### config.mk
export PLATFORM = sky130hd
export DESIGN_NAME = logic_unit_arbiter
export DESIGN_NICKNAME = d
export VERILOG_FILES = /design/src/rtl/logic_unit_arbiter.sv
export SDC_FILE = /design/constraint.sdc
export NUM_CORES = 1
export LEC_CHECK = 0
export ABC_AREA = 1
export CAP_MARGIN = 20
export CORE_UTILIZATION = 42
export DETAILED_ROUTE_END_ITERATION = 16
export PLACE_DENSITY = 0.83
export SYNTH_ARGS = -nofsm -noshare
export SYNTH_HDL_FRONTEND = slang
export SYNTH_SLANG_ARGS = --single-unit
### constraint.sdc
create_clock -name clk -period 2.4 [get_ports clk]
set_clock_uncertainty 0.1 [all_clocks]
set_input_delay 0.48 -clock clk [delete_from_list [all_inputs] [get_ports clk]]
set_output_delay 0.48 -clock clk [all_outputs]
set_load 0.02 [all_outputs]
### src/rtl/logic_unit_arbiter.sv
// Arbitrates NUM_REQ requesters onto one shared logic unit, one op in flight.
// Define ARB_FIXED_PRIO_EN for fixed lowest-index priority instead of round-robin.
`timescale 1ns/1ps
module logic_unit_arbiter #(
  parameter int NUM_REQ  = 4,
  parameter int WIDTH    = 16,
  parameter int UNIT_LAT = 1
) (
  input  logic                     clk,
  input  logic                     rst_n,
  input  logic [NUM_REQ-1:0]       req_valid,
  output logic [NUM_REQ-1:0]       req_ready,
  input  logic [2*NUM_REQ-1:0]     req_op,
  input  logic [WIDTH*NUM_REQ-1:0] req_a,
  input  logic [WIDTH*NUM_REQ-1:0] req_b,
  output logic                     unit_start,
  output logic [1:0]               unit_op,
  output logic [WIDTH-1:0]         unit_a,
  output logic [WIDTH-1:0]         unit_b,
  input  logic [WIDTH-1:0]         unit_res,
  output logic [NUM_REQ-1:0]       rsp_valid,
  input  logic [NUM_REQ-1:0]       rsp_ready,
  output logic [WIDTH-1:0]         rsp_data,
  output logic                     busy
);

  localparam int IW = $clog2(NUM_REQ);

  typedef enum logic [1:0] {
    S_IDLE,
    S_ISSUE,
    S_WAIT,
    S_RESP
  } state_t;

  state_t           r_state;
  state_t           w_next;
  logic [IW-1:0]    r_grant;
  logic [3:0]       r_cnt;
  logic [1:0]       r_op;
  logic [WIDTH-1:0] r_a;
  logic [WIDTH-1:0] r_b;
  logic [WIDTH-1:0] r_data;
  logic [IW-1:0]    w_win;
  logic             w_any;
  logic             w_acc;
  logic             w_cap;

`ifdef ARB_FIXED_PRIO_EN
  always_comb begin
    w_win = '0;
    w_any = 1'b0;
    for (int i = NUM_REQ - 1; i >= 0; i--) begin
      if (req_valid[i]) begin
        w_any = 1'b1;
        w_win = IW'(i);
      end
    end
  end
`else
  logic [IW-1:0] r_ptr;

  // Scan downward so the nearest requester after r_ptr wins.
  always_comb begin
    w_win = '0;
    w_any = 1'b0;
    for (int k = NUM_REQ; k >= 1; k--) begin
      if (req_valid[(int'(r_ptr) + k) % NUM_REQ]) begin
        w_any = 1'b1;
        w_win = IW'((int'(r_ptr) + k) % NUM_REQ);
      end
    end
  end
`endif

  assign w_acc = (r_state == S_IDLE) && w_any;

  assign w_cap = ((r_state == S_ISSUE) && (UNIT_LAT == 1)) ||
                 ((r_state == S_WAIT) && (r_cnt == 4'd1));

  always_comb begin
    w_next = r_state;
    unique case (r_state)
      S_IDLE:  if (w_any) w_next = S_ISSUE;
      S_ISSUE: w_next = (UNIT_LAT == 1) ? S_RESP : S_WAIT;
      S_WAIT:  if (r_cnt == 4'd1) w_next = S_RESP;
      S_RESP:  if (rsp_ready[r_grant]) w_next = S_IDLE;
      default: w_next = S_IDLE;
    endcase
  end

  always_ff @(posedge clk or negedge rst_n) begin
    if (!rst_n) begin
      r_state <= S_IDLE;
      r_grant <= '0;
      r_cnt   <= '0;
      r_op    <= '0;
      r_a     <= '0;
      r_b     <= '0;
      r_data  <= '0;
    end else begin
      r_state <= w_next;
      if (w_acc) begin
        r_grant <= w_win;
        r_op    <= req_op[2*int'(w_win) +: 2];
        r_a     <= req_a[int'(w_win)*WIDTH +: WIDTH];
        r_b     <= req_b[int'(w_win)*WIDTH +: WIDTH];
      end
      if (r_state == S_ISSUE) r_cnt <= 4'(UNIT_LAT - 1);
      else if (r_state == S_WAIT) r_cnt <= r_cnt - 4'd1;
      if (w_cap) r_data <= unit_res;
    end
  end

`ifndef ARB_FIXED_PRIO_EN
  always_ff @(posedge clk or negedge rst_n) begin
    if (!rst_n) r_ptr <= IW'(NUM_REQ - 1);
    else if (w_acc) r_ptr <= w_win;
  end
`endif

  assign req_ready  = w_acc ? (NUM_REQ'(1) << w_win) : '0;
  assign unit_start = (r_state == S_ISSUE);
  assign unit_op    = r_op;
  assign unit_a     = r_a;
  assign unit_b     = r_b;
  assign rsp_valid  = (r_state == S_RESP) ? (NUM_REQ'(1) << r_grant) : '0;
  assign rsp_data   = r_data;
  assign busy       = (r_state != S_IDLE);

endmodule

# Yosys cells after proc, flatten, opt, wreduce, memory -nomap -nowiden
# Cells that the tools add are included.
dict set report classes {
  reduce_logical 11
  n_lt_le_gt_ge 5
  multipliers 0
  n_div 0
  n_addsub 5
  n_eq_ne 7
  shift 5
  bitwise 4
  muxes 30
}
# op n
set op_table {}
lappend op_table {{64-bit by 7-bit variable part select with 16-bit output} 2}
lappend op_table {{3-bit by 4-bit less-than comparator with 1-bit output (second input constant)} 4}
lappend op_table {{4-bit two-way mux} 4}
lappend op_table {{2-bit two-way mux} 7}
lappend op_table {{1-bit two-way mux} 13}
lappend op_table {{1-bit binary-select mux with 2-bit select} 5}
lappend op_table {{2-bit one-hot mux with 4 select lines} 1}
lappend op_table {{2-bit OR reduction} 4}
lappend op_table {{8-bit by 4-bit variable part select with 2-bit output} 1}
lappend op_table {{1-bit by 2-bit << shifter with 4-bit output (first input constant)} 2}
lappend op_table {{2-bit by 1-bit adder with 2-bit output (second input constant)} 2}
lappend op_table {{2-bit adder (second input constant)} 2}
lappend op_table {{1-bit bitwise AND (first input constant)} 4}
lappend op_table {{2-bit == test (second input constant)} 2}
lappend op_table {{4-bit by 1-bit == test with 1-bit output (second input constant)} 1}
lappend op_table {{2-bit != test (second input constant)} 2}
lappend op_table {{2-bit nonzero test} 2}
lappend op_table {{4-bit by 1-bit subtractor with 4-bit output (second input constant)} 1}
lappend op_table {{2-bit by 3-bit less-than comparator with 1-bit output (second input constant)} 1}
lappend op_table {{3-bit AND reduction} 1}
lappend op_table {{2-bit by 1-bit == test with 1-bit output (second input constant)} 1}
lappend op_table {{1-bit logical AND} 2}
lappend op_table {{2-bit zero test} 1}
lappend op_table {{2-bit by 1-bit != test with 1-bit output (second input constant)} 1}
lappend op_table {{1-bit logical OR} 1}
dict set report totals {
  mem_count 0
  ram_bits 0
  out_inout_bits 60
  reg_bits 60
  romBits 0
  latch_bits 0
}

# Depth between registers and ports, before layout
# Gate-level depths: netlist of run 1.
dict set report logic_depth {
  depth_word 12
  ltp_mapped 16
  mapped_depth_nobuf 14
}

# Worst setup path after synthesis of run 1
# No wires, ideal clock.
dict set report synth_path {
  kind {flip-flop to output port}
  from {register r_ptr[0]}
  to {output port req_ready[1]}
  stages_incl_launch_ff 13
  arrival_ns 1.852
  slack_ns -0.032
  path_buffers 2
  t_required_ns 1.820
  cell_sequence {dfstp_2 buf_6 inv_4 nand2_1 nand2_1 nand2_1 nand2_1 inv_2 nand2_2 nand2_4 buf_2 nand3_1 nor2_1}
}
dict set report synth_between {
  elab_chain_cells 10
  elab_cells_between_ends 27
  classes_between {4 x add/sub; 1 x shift; 21 x mux; 1 x reduce/logical}
}
# element line
set synth_rtl {}
lappend synth_rtl {{start: declaration} 61} ;# logic [IW-1:0] r_ptr;
lappend synth_rtl {{start signal: assignment} 117} ;# if (!rst_n) r_ptr <= IW'(NUM_REQ - 1);
lappend synth_rtl {{start signal: assignment} 118} ;# else if (w_acc) r_ptr <= w_win;
lappend synth_rtl {{2-bit by 1-bit adder with 2-bit output} {68, 70}}
lappend synth_rtl {{1-bit binary-select mux with 2-bit select} 68} ;# if (req_valid[(int'(r_ptr) + k) % NUM_REQ]) begin
lappend synth_rtl {{1-bit two-way mux (implied by the code) (2 in a row)} 68}
lappend synth_rtl {{2-bit two-way mux or 1-bit two-way mux (tied branches) (4 in a row)} 68}
lappend synth_rtl {{1-bit by 2-bit << shifter with 4-bit output or 1-bit logical AND (tied branches)} {122, 76}}
lappend synth_rtl {{4-bit two-way mux *} 122} ;# assign req_ready = w_acc ? (NUM_REQ'(1) << w_win) : '0;
lappend synth_rtl {{end: declaration} 12} ;# output logic [NUM_REQ-1:0] req_ready,
# Every way passes the cells marked *; elsewhere a longest branch is shown, timed or not. The select of a mux whose other input is x is not followed.

# Worst setup path in the final report of run 1
# Same ends and word-level chain as after synthesis.

==> impl_metrics.csv, run 1 <==
group,metric,value,unit
cells_and_area,area_growth_syn_to_layout,64.46,%
grt,grt_pass1_vias,4997,
timing,worst_hold_slack,48.56,ps
place,dp_hpwl,10680,um
clock_tree,clock_latency,330,ps
logic_synthesis,synth_top_area_frac,0.3204,
worst_setup_path,rr_endpoint,"unit_a[10]",
place,placed_area,6993,um2
cells_and_area,stdcell_area,7451,um2
timing,tightest_slew,750.1,ps
worst_setup_path,end_kind,"primary output",
power_and_ir_drop,p_leak,4.030,nW
clock_tree,cts_root_buffer,"clkbuf_8",
floorplan,fp.dieArea,11210,um2
cells_and_area,n_fill_cell,883,
worst_setup_path,worstPathArrival,2010,ps
floorplan,fp-row-count,37,
timing,rsz0062_at_grt,"true",
worst_setup_path,reg2reg_slack,-40,ps
floorplan,io_pins,222,
job,max_cap_viol_count,0,
worst_setup_path,startpoint_type,"flip-flop",
worst_setup_path,r2r_cells,15,
min_path,hp-class,"in2async",
worst_setup_path,worstSetupPathType,"reg2out",
detailed_routing,wl_met3,1369,um
power_and_ir_drop,powerDensity,1560,nW/um2
floorplan,initial_utilization,0.4369,
clock_tree,clockBufferDepth,2,
place,io_buffers,221,
detailed_routing,wl,15510,um
place,placed_cells,1053,
cells_and_area,final_core_util,0.7185,
cells_and_area,multi_input_area,2390,um2
worst_setup_path,timing.rr.start,"r_ptr[0]",
logic_synthesis,synth_area_leaders,"dfrtp_1, nand3_1, nand2_1",
status,outcome,"finished with violations",
place,gp_congestion,0.8896,
status,violations,"setup timing",
grt,track_usage,0.2725,
logic_synthesis,avgSynthCellArea,6.426,um2
detailed_routing,met1Wirelength,6395,um
timing,setup-violations-final,32,
grt,grt_pass1_wl,24250,um
cells_and_area,layout-drive-gt1-share,0.1383,
logic_synthesis,yosysWarnings,0,
grt,antenna_found_initial,0,
timing,hold_viol_final,0,
cells_and_area,antenna_cells,0,
floorplan,die_w,105.9,um
timing,fin_crit_sh,1.080,
detailed_routing,top_layer_used,"met4",
detailed_routing,drt_iter0_markers,414,
detailed_routing,ant_nets,0,
logic_synthesis,synth_top_area_cell,"dfrtp_1",
detailed_routing,vias,5288,
worst_setup_path,crit_fanout,6,
power_and_ir_drop,p_seq_frac,0.159,
clock_tree,h-tree-depth,3,
detailed_routing,drc,0,
power_and_ir_drop,netSwitchingPower,5.983,mW
clock_tree,cts_tree,"done",
cells_and_area,nets,1104,
clock_tree,cts-buffers-inserted,9,
power_and_ir_drop,p_clk_frac,0.080,
logic_synthesis,mappedNetlistArea,4531,um2
clock_tree,cts_num_sinks,60,
timing,fmax,385.8,MHz
power_and_ir_drop,p_sw_frac,0.5147,
detailed_routing,met2WireLength,7518,um
timing,relSlewSlack,0.4936,
logic_synthesis,synthesis.nets,874,
detailed_routing,via_per_inst,4.914,
timing,drv_slew,0,
logic_synthesis,syn_inst,705,
timing,fin_tns_setup,-1240,ps
detailed_routing,wl_per_cell,14.41,um
floorplan,die_y,105.9,um
cells_and_area,seqCellArea,1504,um2
floorplan,core,10370,um2
cells_and_area,finalNonFillerCells,1076,
timing,final.setup.worst_slack,-191.7,ps
detailed_routing,drt-pass1-iter-count,8,
clock_tree,clk_pin_slew_worst_paths,60,ps
power_and_ir_drop,peakVddDrop,2.263,mV
clock_tree,ctsHoldBuffers,0,
worst_setup_path,critPathRequiredTime,1820,ps
grt,overflow,0,
logic_synthesis,synth.distinct_cells,27,
logic_synthesis,ys_ff_latch,60,
logic_synthesis,seq_area_frac_synth,0.3320,
grt,grt_start_max_net_pins,68,
power_and_ir_drop,power_frac_comb,0.761,
power_and_ir_drop,p_int,5.640,mW
timing,finalCriticalPeriod,2592,ps
-- worst max-delay path, stage by stage (launching register included) --
cell,delay [ps]
dfstp_2,570
buf_6,130
inv_8,40
nand2_2,60
nand2_2,70
nand2_2,100
nand2_4,80
nand2_4,110
nand2_4,60
nand2_4,100
nand3_4,120
nor2_4,130
buf_6,110
-- how the worst max path moves through the flow --
stage                       from            to  cells after the start
floorplan               r_ptr[0]  req_ready[1]                     12
global placement    req_valid[3]  req_ready[2]                     12
detailed placement  req_valid[1]  req_ready[3]                     12
CTS                     r_ptr[0]  req_ready[3]                     11
global route            r_ptr[0]  req_ready[1]                     12
finish                  r_ptr[0]  req_ready[1]                     12
-- routing by layer --
| layer | vias to the layer above | track usage |
|---|---|---|
| met5 | - | 0 |
| li1 | 2609 | - |
| met3 | 30 | 0.06494 |
| met1 | 2392 | 0.3414 |
| met2 | 257 | 0.4762 |
| met4 | 0 | 0.05456 |
-- synth_stat cells (all sizes together) --
cell,n
nand2,218
nand3,177
inv,161
dfrtp,58
buf,31
mux2,16
o21ai,11
clkbuf,7
ha,7
nor2,5
nor3,5
a21oi,4
dfstp,2
nand4,1
o22ai,1
o311ai,1
-- registers in the layout, summed over array words and instances (netlist names) --
| register | count |
|---|---|
| r_cnt | 4 |
| r_grant | 2 |
| r_ptr | 2 |
| r_state | 2 |
| rsp_data | 16 |
| unit_a | 16 |
| unit_b | 16 |
| unit_op | 2 |
-- layout by cell type (no fill, tap or decap), drive strengths merged --
cell           count
inv              161
dlymetal6s2s       3
a21oi              4
nand3            177
buf               40
dfstp              2
ha                 7
o21ai             11
dfrtp             58
clkdlybuf4s50    210
bufinv             1
nand2            218
o22ai              1
o311ai             1
clkbuf            13
nand4              1
clkinvlp           1
mux2              16
clkinv             2
nor3               5
dlygate4sd2        3
nor2               5
-- kinds of logic (layout without fill, tap and decap cells) --
| family | after synthesis | after routing | share of synthesized area |
|---|---|---|---|
| adder cells (fa/ha/maj) | 7 | 7 | 0.01933 |
| buffers and inverters | 199 | 434 | 0.1809 |
| multiplexers | 16 | 16 | 0.03977 |
| AO/OA/AOI/OAI | 17 | 17 | 0.01988 |
| AND/OR/NAND/NOR | 406 | 406 | 0.4082 |
| flip-flops | 60 | 60 | 0.3320 |
-- per-stage QoR --
step | setup slack (ps) | total power, mW
2_1_floorplan | -31.89 | 7.226
3_3_place_gp | -626.8 | 9.958
3_5_place_dp | -657.6 | 10.09
4_1_cts | -146.8 | 11.38
5_1_grt | -257.2 | 12.60
6_report | -191.7 | 11.62
-- area by class of cell --
cell class                 count  area share
timing repair buffer         257      0.3449
multi-input combinational    446      0.3207
sequential                    60      0.2018
inverter                     161     0.08245
tap                          136     0.02284
clock buffer                  12     0.02082
clock inverter                 4    0.006381
-- repair_timing --
item                       CTS  global route
setup buffers                6             2
pin swaps                   12            17
setup endpoints to repair   40            40
cloned                       0             0
resized for setup           56            30
-- power by group through the flow --
stage	registers (mW)	clock network, mW	logic (mW)
floorplan	2.34	0	4.89
global placement	1.84	0	8.11
detailed placement	1.87	0	8.22
CTS	1.84	0.959	8.58
global route	1.91	1.00	9.68
finish	1.85	0.931	8.85
No activity file was read; power rests on OpenSTA's default activity.
==> inputs of run 2 (changes only) <==
- SLEW_MARGIN: unset -> 20
==> results of run 2 <==
No change in the layout: final DEF, timing and power equal those of run 1.
==> inputs of run 3 (changes only) <==
- clock period: 2.4 -> 2.9 ns (I/O delays scaled with it)
==> run 3 against run 2 <==
Effect of this change:
- setup slack gained 300 ps
- design area shrank 4.6%
- clock power shrank 29%
- die area is the same
- sequential share of layout area grew 0.98 points
- wire length shrank 1.6%
- sequential cell count is the same
- the run now ends clean
- via count shrank 1.9%
- utilization shrank 3.3 points
- first-iteration DRC count shrank 22%
- count of clock-buffer cells in the layout shrank 3
==> impl_metrics.csv, run 3 (same netlist as run 1, synthesis figures left out) <==
group,metric,value,unit
cells_and_area,layout_commonest_cell,"clkdlybuf4s50_1",
clock_tree,clockBufferDepth,2,
cells_and_area,area_growth_syn_to_layout,56.84,%
floorplan,die_y,105.9,um
clock_tree,cts_num_sinks,60,
clock_tree,cts_root_buffer,"clkbuf_8",
worst_setup_path,startpoint_type,"input port",
timing,rsz0062_at_grt,"true",
timing,hold_viol_final,0,
clock_tree,h-tree-depth,3,
clock_tree,clk_pin_slew_worst_paths,80,ps
place,io_buffers,221,
grt,overflow,0,
worst_setup_path,worstPathArrival,2110,ps
grt,grt_pass1_wl,24010,um
detailed_routing,wl,15260,um
power_and_ir_drop,peakVddDrop,1.042,mV
detailed_routing,wl_per_cell,14.33,um
floorplan,fp-row-count,37,
worst_setup_path,end_kind,"primary output",
timing,fin_crit_sh,0.9633,
detailed_routing,via_per_inst,4.872,
place,dp_hpwl,10950,um
detailed_routing,ant_nets,0,
worst_setup_path,worstSetupPathType,"in2out",
floorplan,io_pins,222,
cells_and_area,layout-drive-gt1-share,0.09688,
grt,antenna_found_initial,0,
min_path,hp-class,"in2async",
floorplan,fp.dieArea,11210,um2
timing,finalCriticalPeriod,2794,ps
timing,fmax,357.9,MHz
timing,relSlewSlack,0.4975,
detailed_routing,drc,0,
clock_tree,cts-buffers-inserted,9,
grt,grt_pass1_vias,4970,
timing,tightest_slew,753.7,ps
timing,drv_slew,0,
cells_and_area,nets,1093,
detailed_routing,drt-pass1-iter-count,4,
cells_and_area,final_cell_mix,"clkdlybuf4s50_1, nand2_1, nand3_1",
grt,grt_start_max_net_pins,63,
power_and_ir_drop,p_leak,3.838,nW
power_and_ir_drop,powerDensity,1258,nW/um2
worst_setup_path,reg2reg_slack,320,ps
status,outcome,"finished clean",
detailed_routing,drt_iter0_markers,323,
clock_tree,cts_tree,"done",
place,gp_congestion,0.8466,
worst_setup_path,critPathRequiredTime,2220,ps
timing,worst_hold_slack,137.6,ps
worst_setup_path,crit_fanout,4,
clock_tree,ctsHoldBuffers,0,
floorplan,die_w,105.9,um
grt,track_usage,0.2732,
floorplan,initial_utilization,0.4369,
job,max_cap_viol_count,0,
cells_and_area,antenna_cells,0,
clock_tree,clock_latency,340,ps
cells_and_area,final_core_util,0.6852,
detailed_routing,vias,5189,
timing,setup-violations-final,0,
floorplan,core,10370,um2
==> run 3: layer usage <==
metal / up-vias / GRT usage / part of all wire
li1: 2594 / - / -
met4: 0 / 0.07738 / 0.019
met3: 28 / 0.06926 / 0.088
met1: 2369 / 0.3283 / 0.42
met5: - / 0 / 0
met2: 198 / 0.4804 / 0.47
==> run 3: timing repair <==
| action | 4_1_cts | 5_1_grt |
|---|---|---|
| pin swaps | 0 | 1 |
| gates resized for setup | 13 | 11 |
| buffers inserted | 0 | 1 |
| setup endpoints to repair | 4 | 4 |
==> run 3: path summary, 6_finish.rpt <==
kind,from,to,cells past startpoint
max,req_valid[2],req_ready[1],12
min,rst_n,r_state[1],1
min in group clk,unit_b[8],unit_b[8],2
max reg2reg,r_ptr[0],unit_a[10],14
min reg2reg,unit_b[8],unit_b[8],2
max in group asynchronous,rst_n,unit_a[9],2
==> run 3: worst max-delay path, cell delays in order <==
cell and delay, ps:
clkdlybuf4s50_1 480, inv_1 40, nand2_1 60, nand3_1 90, nand2_1 90, inv_1 50, nand2_2 100, nand2_2 90
nand2_4 90, nand3_1 140, nor2_2 150, buf_4 150
==> run 3: report_power, final <==
| group | total (mW) | switching [mW] | internal (mW) |
|---|---|---|---|
| clock | 0.665 | 0.360 | 0.305 |
| sequential | 1.54 | 0.253 | 1.29 |
| combinational | 6.73 | 4.06 | 2.67 |
==> run 3: area by class of cell <==
cell class                 count  area, um2
fill                         936       3264
multi-input combinational    446       2222
clock buffer                   9      123.9
sequential                    60       1504
tap                          136      170.2
timing repair buffer         246       2435
inverter                     161      606.8
clock inverter                 7      43.79
==> run 3: stage by stage <==
stage	setup slack (ps)	instances	TNS, ps	power (mW)	area, um2
2_1_floorplan	368.1	705	0	5.971	4531
3_3_place_gp	-311.3	1048	-1148	8.156	6938
3_5_place_dp	-353.6	1048	-1587	8.272	6938
4_1_cts	-14.24	1064	-14.24	8.971	7113
5_1_grt	-26.88	1065	-72.38	9.740	7106
6_report	106.3	1065	0	8.936	7106
